<file path="src/rtl/fc_mac_pkg.sv">
// rtl/fc_mac_pkg.sv - shared defaults, FSM state type and clog2 helper for the FC MAC engine
package fc_mac_pkg;

  localparam int MAC_NUM_DEF      = 20;
  localparam int DATA_WIDTH_DEF   = 8;
  localparam int WEIGHT_WIDTH_DEF = 4;
  localparam int ACC_WIDTH_DEF    = 32;
  localparam int OUT_WIDTH_DEF    = 8;
  localparam int OUT_SHIFT_DEF    = 4;

  typedef enum logic [0:0] {
    ST_IDLE = 1'b0,
    ST_RUN  = 1'b1
  } state_t;

  function automatic int clog2(input int value);
    int res;
    int v;
    res = 0;
    v   = value - 1;
    while (v > 0) begin
      res = res + 1;
      v   = v >> 1;
    end
    return res;
  endfunction

endpackage

</file>
<file path="src/rtl/fc_adder_tree.sv">
// rtl/fc_adder_tree.sv - registered signed reduction of N packed lanes (stage 2)
module fc_adder_tree
  import fc_mac_pkg::*;
#(
  parameter int N     = MAC_NUM_DEF,
  parameter int IN_W  = DATA_WIDTH_DEF + WEIGHT_WIDTH_DEF,
  parameter int OUT_W = IN_W + clog2(N)
) (
  input  logic              clk,
  input  logic              srstn,
  input  logic              en,
  input  logic [N*IN_W-1:0] in_vec,
  output logic [OUT_W-1:0]  sum_q
);

  logic [OUT_W-1:0] sum_d;

  always_comb begin
    sum_d = '0;
    for (int i = 0; i < N; i++) begin
      sum_d = sum_d + OUT_W'($signed(in_vec[i*IN_W +: IN_W]));
    end
  end

  always_ff @(posedge clk or negedge srstn) begin
    if (!srstn) begin
      sum_q <= '0;
    end else if (en) begin
      sum_q <= sum_d;
    end
  end

endmodule

</file>
<file path="src/rtl/fc_mac_engine.sv">
// rtl/fc_mac_engine.sv - fully-connected MAC engine: multiply, reduce, accumulate per neuron, shift/ReLU/clamp
module fc_mac_engine
  import fc_mac_pkg::*;
#(
  parameter int MAC_NUM      = MAC_NUM_DEF,
  parameter int DATA_WIDTH   = DATA_WIDTH_DEF,
  parameter int WEIGHT_WIDTH = WEIGHT_WIDTH_DEF,
  parameter int ACC_WIDTH    = ACC_WIDTH_DEF,
  parameter int OUT_WIDTH    = OUT_WIDTH_DEF,
  parameter int OUT_SHIFT    = OUT_SHIFT_DEF
) (
  input  logic                            clk,
  input  logic                            srstn,
  input  logic                            in_valid,
  output logic                            in_ready,
  input  logic [MAC_NUM*DATA_WIDTH-1:0]   in_data,
  input  logic [MAC_NUM*WEIGHT_WIDTH-1:0] in_weight,
  input  logic                            in_last,
  input  logic [ACC_WIDTH-1:0]            bias,
  input  logic                            relu_en,
  output logic                            out_valid,
  input  logic                            out_ready,
  output logic [OUT_WIDTH-1:0]            out_data,
  output logic                            out_sat,
  output logic [15:0]                     beat_cnt
);

  localparam int PROD_W = DATA_WIDTH + WEIGHT_WIDTH;
  localparam int SUM_W  = PROD_W + clog2(MAC_NUM);
  localparam logic signed [ACC_WIDTH-1:0] ACC_MAX = {1'b0, {(ACC_WIDTH-1){1'b1}}};
  localparam logic signed [ACC_WIDTH-1:0] ACC_MIN = {1'b1, {(ACC_WIDTH-1){1'b0}}};
  localparam logic signed [ACC_WIDTH-1:0] OUT_MAX = ACC_WIDTH'((1 << (OUT_WIDTH-1)) - 1);
  localparam logic signed [ACC_WIDTH-1:0] OUT_MIN = ACC_WIDTH'(-(1 << (OUT_WIDTH-1)));

  logic en, beat;
  logic [15:0] beat_cnt_q, beat_cnt_d;
  logic [MAC_NUM*PROD_W-1:0] s1_prod_q, s1_prod_d;
  logic s1_vld_q, s1_vld_d, s1_last_q, s1_last_d, s1_first_q, s1_first_d, s1_relu_q, s1_relu_d;
  logic [ACC_WIDTH-1:0] s1_bias_q, s1_bias_d;
  logic [SUM_W-1:0] s2_sum;
  logic s2_vld_q, s2_vld_d, s2_last_q, s2_last_d, s2_first_q, s2_first_d, s2_relu_q, s2_relu_d;
  logic [ACC_WIDTH-1:0] s2_bias_q, s2_bias_d;
  state_t state_q, state_d;
  logic [ACC_WIDTH-1:0] acc_q, acc_d, acc_base;
  logic signed [ACC_WIDTH:0] acc_sum;
  logic load, sat_q, sat_d, done_q, done_d, fin_relu_q, fin_relu_d;
  logic signed [ACC_WIDTH-1:0] res_shift, res_relu;
  logic out_valid_q, out_valid_d, out_sat_q, out_sat_d;
  logic [OUT_WIDTH-1:0] out_data_q, out_data_d;

  // A held result freezes every stage, so nothing in flight is ever dropped.
  assign en        = !(out_valid_q && !out_ready);
  assign beat      = in_valid && en;
  assign in_ready  = en;
  assign out_valid = out_valid_q;
  assign out_data  = out_data_q;
  assign out_sat   = out_sat_q;
  assign beat_cnt  = beat_cnt_q;

  always_comb begin
    s1_prod_d  = s1_prod_q;
    s1_vld_d   = s1_vld_q;
    s1_last_d  = s1_last_q;
    s1_first_d = s1_first_q;
    s1_relu_d  = s1_relu_q;
    s1_bias_d  = s1_bias_q;
    beat_cnt_d = beat_cnt_q;
    if (en) begin
      s1_vld_d   = in_valid;
      s1_last_d  = in_last;
      s1_first_d = (beat_cnt_q == 16'd0);
      s1_relu_d  = relu_en;
      s1_bias_d  = bias;
      for (int i = 0; i < MAC_NUM; i++) begin
        s1_prod_d[i*PROD_W +: PROD_W] =
          PROD_W'($signed(in_data[(MAC_NUM-1-i)*DATA_WIDTH +: DATA_WIDTH])) *
          PROD_W'($signed(in_weight[(MAC_NUM-1-i)*WEIGHT_WIDTH +: WEIGHT_WIDTH]));
      end
    end
    if (beat) begin
      beat_cnt_d = in_last ? 16'd0 : ((beat_cnt_q == 16'hFFFF) ? beat_cnt_q : beat_cnt_q + 16'd1);
    end
  end

  fc_adder_tree #(.N(MAC_NUM), .IN_W(PROD_W), .OUT_W(SUM_W)) u_tree (
    .clk    (clk),
    .srstn  (srstn),
    .en     (en),
    .in_vec (s1_prod_q),
    .sum_q  (s2_sum)
  );

  always_comb begin
    s2_vld_d   = en ? s1_vld_q   : s2_vld_q;
    s2_last_d  = en ? s1_last_q  : s2_last_q;
    s2_first_d = en ? s1_first_q : s2_first_q;
    s2_relu_d  = en ? s1_relu_q  : s2_relu_q;
    s2_bias_d  = en ? s1_bias_q  : s2_bias_q;
  end

  always_comb begin
    state_d    = state_q;
    acc_d      = acc_q;
    sat_d      = sat_q;
    done_d     = done_q;
    fin_relu_d = fin_relu_q;
    load       = (state_q == ST_IDLE) || s2_first_q;
    acc_base   = load ? s2_bias_q : acc_q;
    acc_sum    = $signed({acc_base[ACC_WIDTH-1], acc_base}) + (ACC_WIDTH+1)'($signed(s2_sum));
    if (en) begin
      done_d = s2_vld_q && s2_last_q;
      if (s2_vld_q) begin
        fin_relu_d = s2_relu_q;
        state_d    = s2_last_q ? ST_IDLE : ST_RUN;
        sat_d      = load ? 1'b0 : sat_q;
        if (acc_sum[ACC_WIDTH] != acc_sum[ACC_WIDTH-1]) begin
          sat_d = 1'b1;
          acc_d = acc_sum[ACC_WIDTH] ? ACC_MIN : ACC_MAX;
        end else begin
          acc_d = acc_sum[ACC_WIDTH-1:0];
        end
      end
    end
  end

  // Output stage reads the completed accumulator one cycle after it settles.
  always_comb begin
    out_valid_d = out_valid_q;
    out_data_d  = out_data_q;
    out_sat_d   = out_sat_q;
    res_shift   = $signed(acc_q) >>> OUT_SHIFT;
    res_relu    = (fin_relu_q && (res_shift < 0)) ? '0 : res_shift;
    if (en) begin
      out_valid_d = done_q;
      if (done_q) begin
        out_sat_d = sat_q;
        if (res_relu > OUT_MAX) begin
          out_data_d = OUT_MAX[OUT_WIDTH-1:0];
          out_sat_d  = 1'b1;
        end else if (res_relu < OUT_MIN) begin
          out_data_d = OUT_MIN[OUT_WIDTH-1:0];
          out_sat_d  = 1'b1;
        end else begin
          out_data_d = res_relu[OUT_WIDTH-1:0];
        end
      end
    end
  end

  always_ff @(posedge clk or negedge srstn) begin
    if (!srstn) begin
      beat_cnt_q  <= '0;
      s1_prod_q   <= '0;
      s1_vld_q    <= 1'b0;
      s1_last_q   <= 1'b0;
      s1_first_q  <= 1'b0;
      s1_relu_q   <= 1'b0;
      s1_bias_q   <= '0;
      s2_vld_q    <= 1'b0;
      s2_last_q   <= 1'b0;
      s2_first_q  <= 1'b0;
      s2_relu_q   <= 1'b0;
      s2_bias_q   <= '0;
      state_q     <= ST_IDLE;
      acc_q       <= '0;
      sat_q       <= 1'b0;
      done_q      <= 1'b0;
      fin_relu_q  <= 1'b0;
      out_valid_q <= 1'b0;
      out_data_q  <= '0;
      out_sat_q   <= 1'b0;
    end else begin
      beat_cnt_q  <= beat_cnt_d;
      s1_prod_q   <= s1_prod_d;
      s1_vld_q    <= s1_vld_d;
      s1_last_q   <= s1_last_d;
      s1_first_q  <= s1_first_d;
      s1_relu_q   <= s1_relu_d;
      s1_bias_q   <= s1_bias_d;
      s2_vld_q    <= s2_vld_d;
      s2_last_q   <= s2_last_d;
      s2_first_q  <= s2_first_d;
      s2_relu_q   <= s2_relu_d;
      s2_bias_q   <= s2_bias_d;
      state_q     <= state_d;
      acc_q       <= acc_d;
      sat_q       <= sat_d;
      done_q      <= done_d;
      fin_relu_q  <= fin_relu_d;
      out_valid_q <= out_valid_d;
      out_data_q  <= out_data_d;
      out_sat_q   <= out_sat_d;
    end
  end

endmodule

</file>
<file path="config.mk">
export PLATFORM = sky130hd
export DESIGN_NAME = fc_mac_engine
export DESIGN_NICKNAME = d
export VERILOG_FILES = /design/src/rtl/fc_mac_pkg.sv /design/src/rtl/fc_adder_tree.sv /design/src/rtl/fc_mac_engine.sv
export SDC_FILE = /design/constraint.sdc
export NUM_CORES = 2
export LEC_CHECK = 0
export CORE_UTILIZATION = 35
export CTS_CLUSTER_DIAMETER = 50
export CTS_CLUSTER_SIZE = 25
export DETAILED_ROUTE_END_ITERATION = 10
export PLACE_DENSITY = 0.56
export SLEW_MARGIN = 30
export SYNTH_ARGS = -nofsm -noshare
export SYNTH_HDL_FRONTEND = slang
export SYNTH_HIERARCHICAL = 1
export SYNTH_SLANG_ARGS = --single-unit
</file>
<file path="constraint.sdc">
create_clock -name clk -period 12.4 [get_ports clk]
set_input_delay 1.24 -clock clk [delete_from_list [all_inputs] [get_ports clk]]
set_output_delay 1.24 -clock clk [all_outputs]
set_load 0.02 [all_outputs]
</file>
==> impl_metrics.yaml <==
status:
  status: "completed"
min_path:
  hp-class: "reg -> reg"
  hp-start: "s1_prod_q[27]"
  hold_depth: 2
  hold_end: "s1_prod_q[27]"
synthesis:
  ys_seq_area_share_pct: 22.2
  synth_commonest_cells: "nand2_1, inv_1, fa_1"
  synth_edf_count: 0
  yosysTopAreaCell: "fa_1"
  synthFlopType: "dfrtp_1"
  netlist_area_um2: 44200
  synth.most_common_cell: "nand2_1"
  syn_avg_cell_area_um2: 9.20
  synth_cell_types: 78
  syn_nets: 6106
  synth_top_area_share_pct: 25.3
  yosys_warnings: 6
  ys_ff_latch: 391
  netlist_instances: 4798
  synth-async-reset-ratio_pct: 100
  synth.top_cells.by_area: "fa_1, dfrtp_1, ha_1"
critical_path:
  end_kind: "flop"
  max_stage_delay_ns: 0.55
  arrival_ns: 7.35
  reg2reg_from: "s1_prod_q[1]"
  worstPathMaxFanout: 9
  slowest_stage: "fa_1"
  crit_chain: "inv_1, fa_1, inv_1, fa_1, ha_1, inv_1, fa_1, and2b_1, o31ai_4, a21oi_1, o41ai_2, xnor2_1, fa_1, fa_1, inv_1, fa_1, fa_1, inv_1, ha_1, nand2_1, o21ai_2, nor3_1, a2111o_1, o211ai_1"
  path_class: "reg -> reg"
  worstPathRequired_ns: 12.94
  worstSetupStartpointType: "flop"
  rrSetupSlack_ns: 5.59
  r2r-end: "u_tree/sum_q[14]"
  reg2reg_depth: 24
  path_common_cell: "fa_1"
route:
  viasPerCell: 4.77
  drt-total-wl_um: 112000
  dr.pass1.iters: 5
  wl_per_cell_um: 16.6
  ant_nets: 0
  drc: 0
  drt_iter0_drc: 1669
  routed-via-count: 32265
clocking:
  root_buffer: "clkbuf_16"
  cts_tree: "built"
  cts_sinks: 391
  ctsHoldBuffers: 0
  cts_max_level: 2
  cts_buffers: 58
  cts_resized: 0
  postCtsSetupBuffers: 0
  worstSkewPairLatency_ns: 0.65
  cts.path.max_buffers: 3
  clk_pin_slew_ns: 0.06
global_route:
  track_usage_pct: 18.1
  gr-total-overflow: 0
  grt_pass1_wl_um: 184000
  grt_pass1_vias: 34106
  grt_max_degree: 166
  antenna_found_initial: 3
timing:
  post-route-period-util_pct: 54.9
  setup_tns_ns: 0
  fin_crit_ns: 6.81
  skew_ns: 0.0485
  setup_viol: 0
  timing.slew.headroom_pct: 43.2
  slew_viol_final: 0
  tightest_slew_ns: 0.851
  fmaxAchievable_mhz: 147
  hold_viol_final: 0
  rsz0062_at_grt: "false"
placed_design:
  dpl-instance-area_um2: 49000
  portBuffers: 304
  place_congestion: 0.850
  dp_hpwl_um: 93500
die:
  core_um2: 124000
  start_util_pct: 35.5
  rows: 129
  die_area_um2: 128000
  die-height_um: 357
  die_x_um: 357
  io_pins: 305
finish:
  nets: 6386
  drive_gt1_share_pct: 4.23
  stdcell_area_um2: 51100
  areaGrowthSynthToFinish_pct: 15.7
flow_run:
  cap_violations: 0
[registers in the layout (all words and copies together), names as in the netlist, 8 cells and up]
signal        flops
s1_prod_q       240
acc_q            32
s1_bias_q        32
u_tree/sum_q     17
out_data          8
s2_bias_q        32
beat_cnt         16
[per-layer routing]
layer | track usage (%) | wire, µm | part of all wire (%)
met2 | 31.4 | 55600 | 50
met5 | 0 | 0 | 0
met4 | 2.69 | 1470 | 1.3
met1 | 24.6 | 51400 | 46
met3 | 1.90 | 3780 | 3.4
[worst max path at each step]
stage                      start          endpoint  cells past startpoint
finish              s1_prod_q[1]  u_tree/sum_q[14]                     24
global placement    s1_prod_q[1]  u_tree/sum_q[14]                     24
detailed placement  s1_prod_q[1]  u_tree/sum_q[14]                     24
CTS                 s1_prod_q[1]  u_tree/sum_q[14]                     24
global route        s1_prod_q[1]  u_tree/sum_q[14]                     24
floorplan           s1_prod_q[1]  u_tree/sum_q[16]                     25
[critical path: cells and delay by family (launching register included)]
kind | cells | cell delay, ns
and+or+nand+nor | 3 | 0.50
adders and majority gates | 9 | 4.14
DFF | 1 | 0.35
AOI/OAI and AO/OA | 6 | 1.22
buffers and inverters | 5 | 0.28
xor gates and xnor gates | 1 | 0.24
[cells in the final DEF (no fill, tap or decap), drive strengths merged, types with 12 or more instances in the layout]
cell type	instances
dfrtp	391
fa	559
nor2b	29
and2	351
ha	471
xnor2	154
nor3	15
clkbuf	67
o31ai	26
a21boi	20
or3	24
nand3	35
nand4	24
mux2	41
inv	711
clkinv	16
nand2	765
nor2	284
a21oi	230
a21o	70
clkdlybuf4s50	303
nand2b	115
xor2	82
o21ai	213
buf	17
o211ai	12
[cells by family (layout without fill, tap and decap cells)]
group / after synthesis / after routing / synth area share, %
AOI/OAI and AO/OA: 635 / 635 / 8.80
xor gates and xnor gates: 236 / 236 / 4.70
adders and majority gates: 1030 / 1030 / 38.7
buffers and inverters: 793 / 1123 / 6.88
DFF: 391 / 391 / 22.2
muxes: 41 / 41 / 1.05
other: 0 / 2 / 0
and+or+nand+nor: 1672 / 1672 / 17.7
[cell type report]
cell class / instances / area, µm²
tap: 1637 / 2050
clock inverter: 43 / 557
sequential: 391 / 9780
antenna: 2 / 5.00
multi-input combinational: 3614 / 31300
fill: 12355 / 73400
inverter: 693 / 2610
clock buffer: 67 / 1540
timing repair buffer: 320 / 3200
[stage by stage]
| step | util, % | hold slack, ns | cells | setup WS, ns |
|---|---|---|---|---|
| final | 41.0 | 0.465 | 6767 | 5.59 |
| after detailed placement | 39.3 | 0.454 | 6654 | 5.60 |
| after floorplan | - | 0.430 | 4798 | 6.15 |
| after global placement | 39.3 | 0.453 | 6654 | 5.70 |
| after CTS | 41.0 | 0.469 | 6764 | 5.58 |
| after global routing | 41.0 | 0.484 | 6767 | 5.27 |
Power is left out: the tool's default activity adds up to more than one toggle a clock period on the data nets, which glitch-free logic cannot reach.
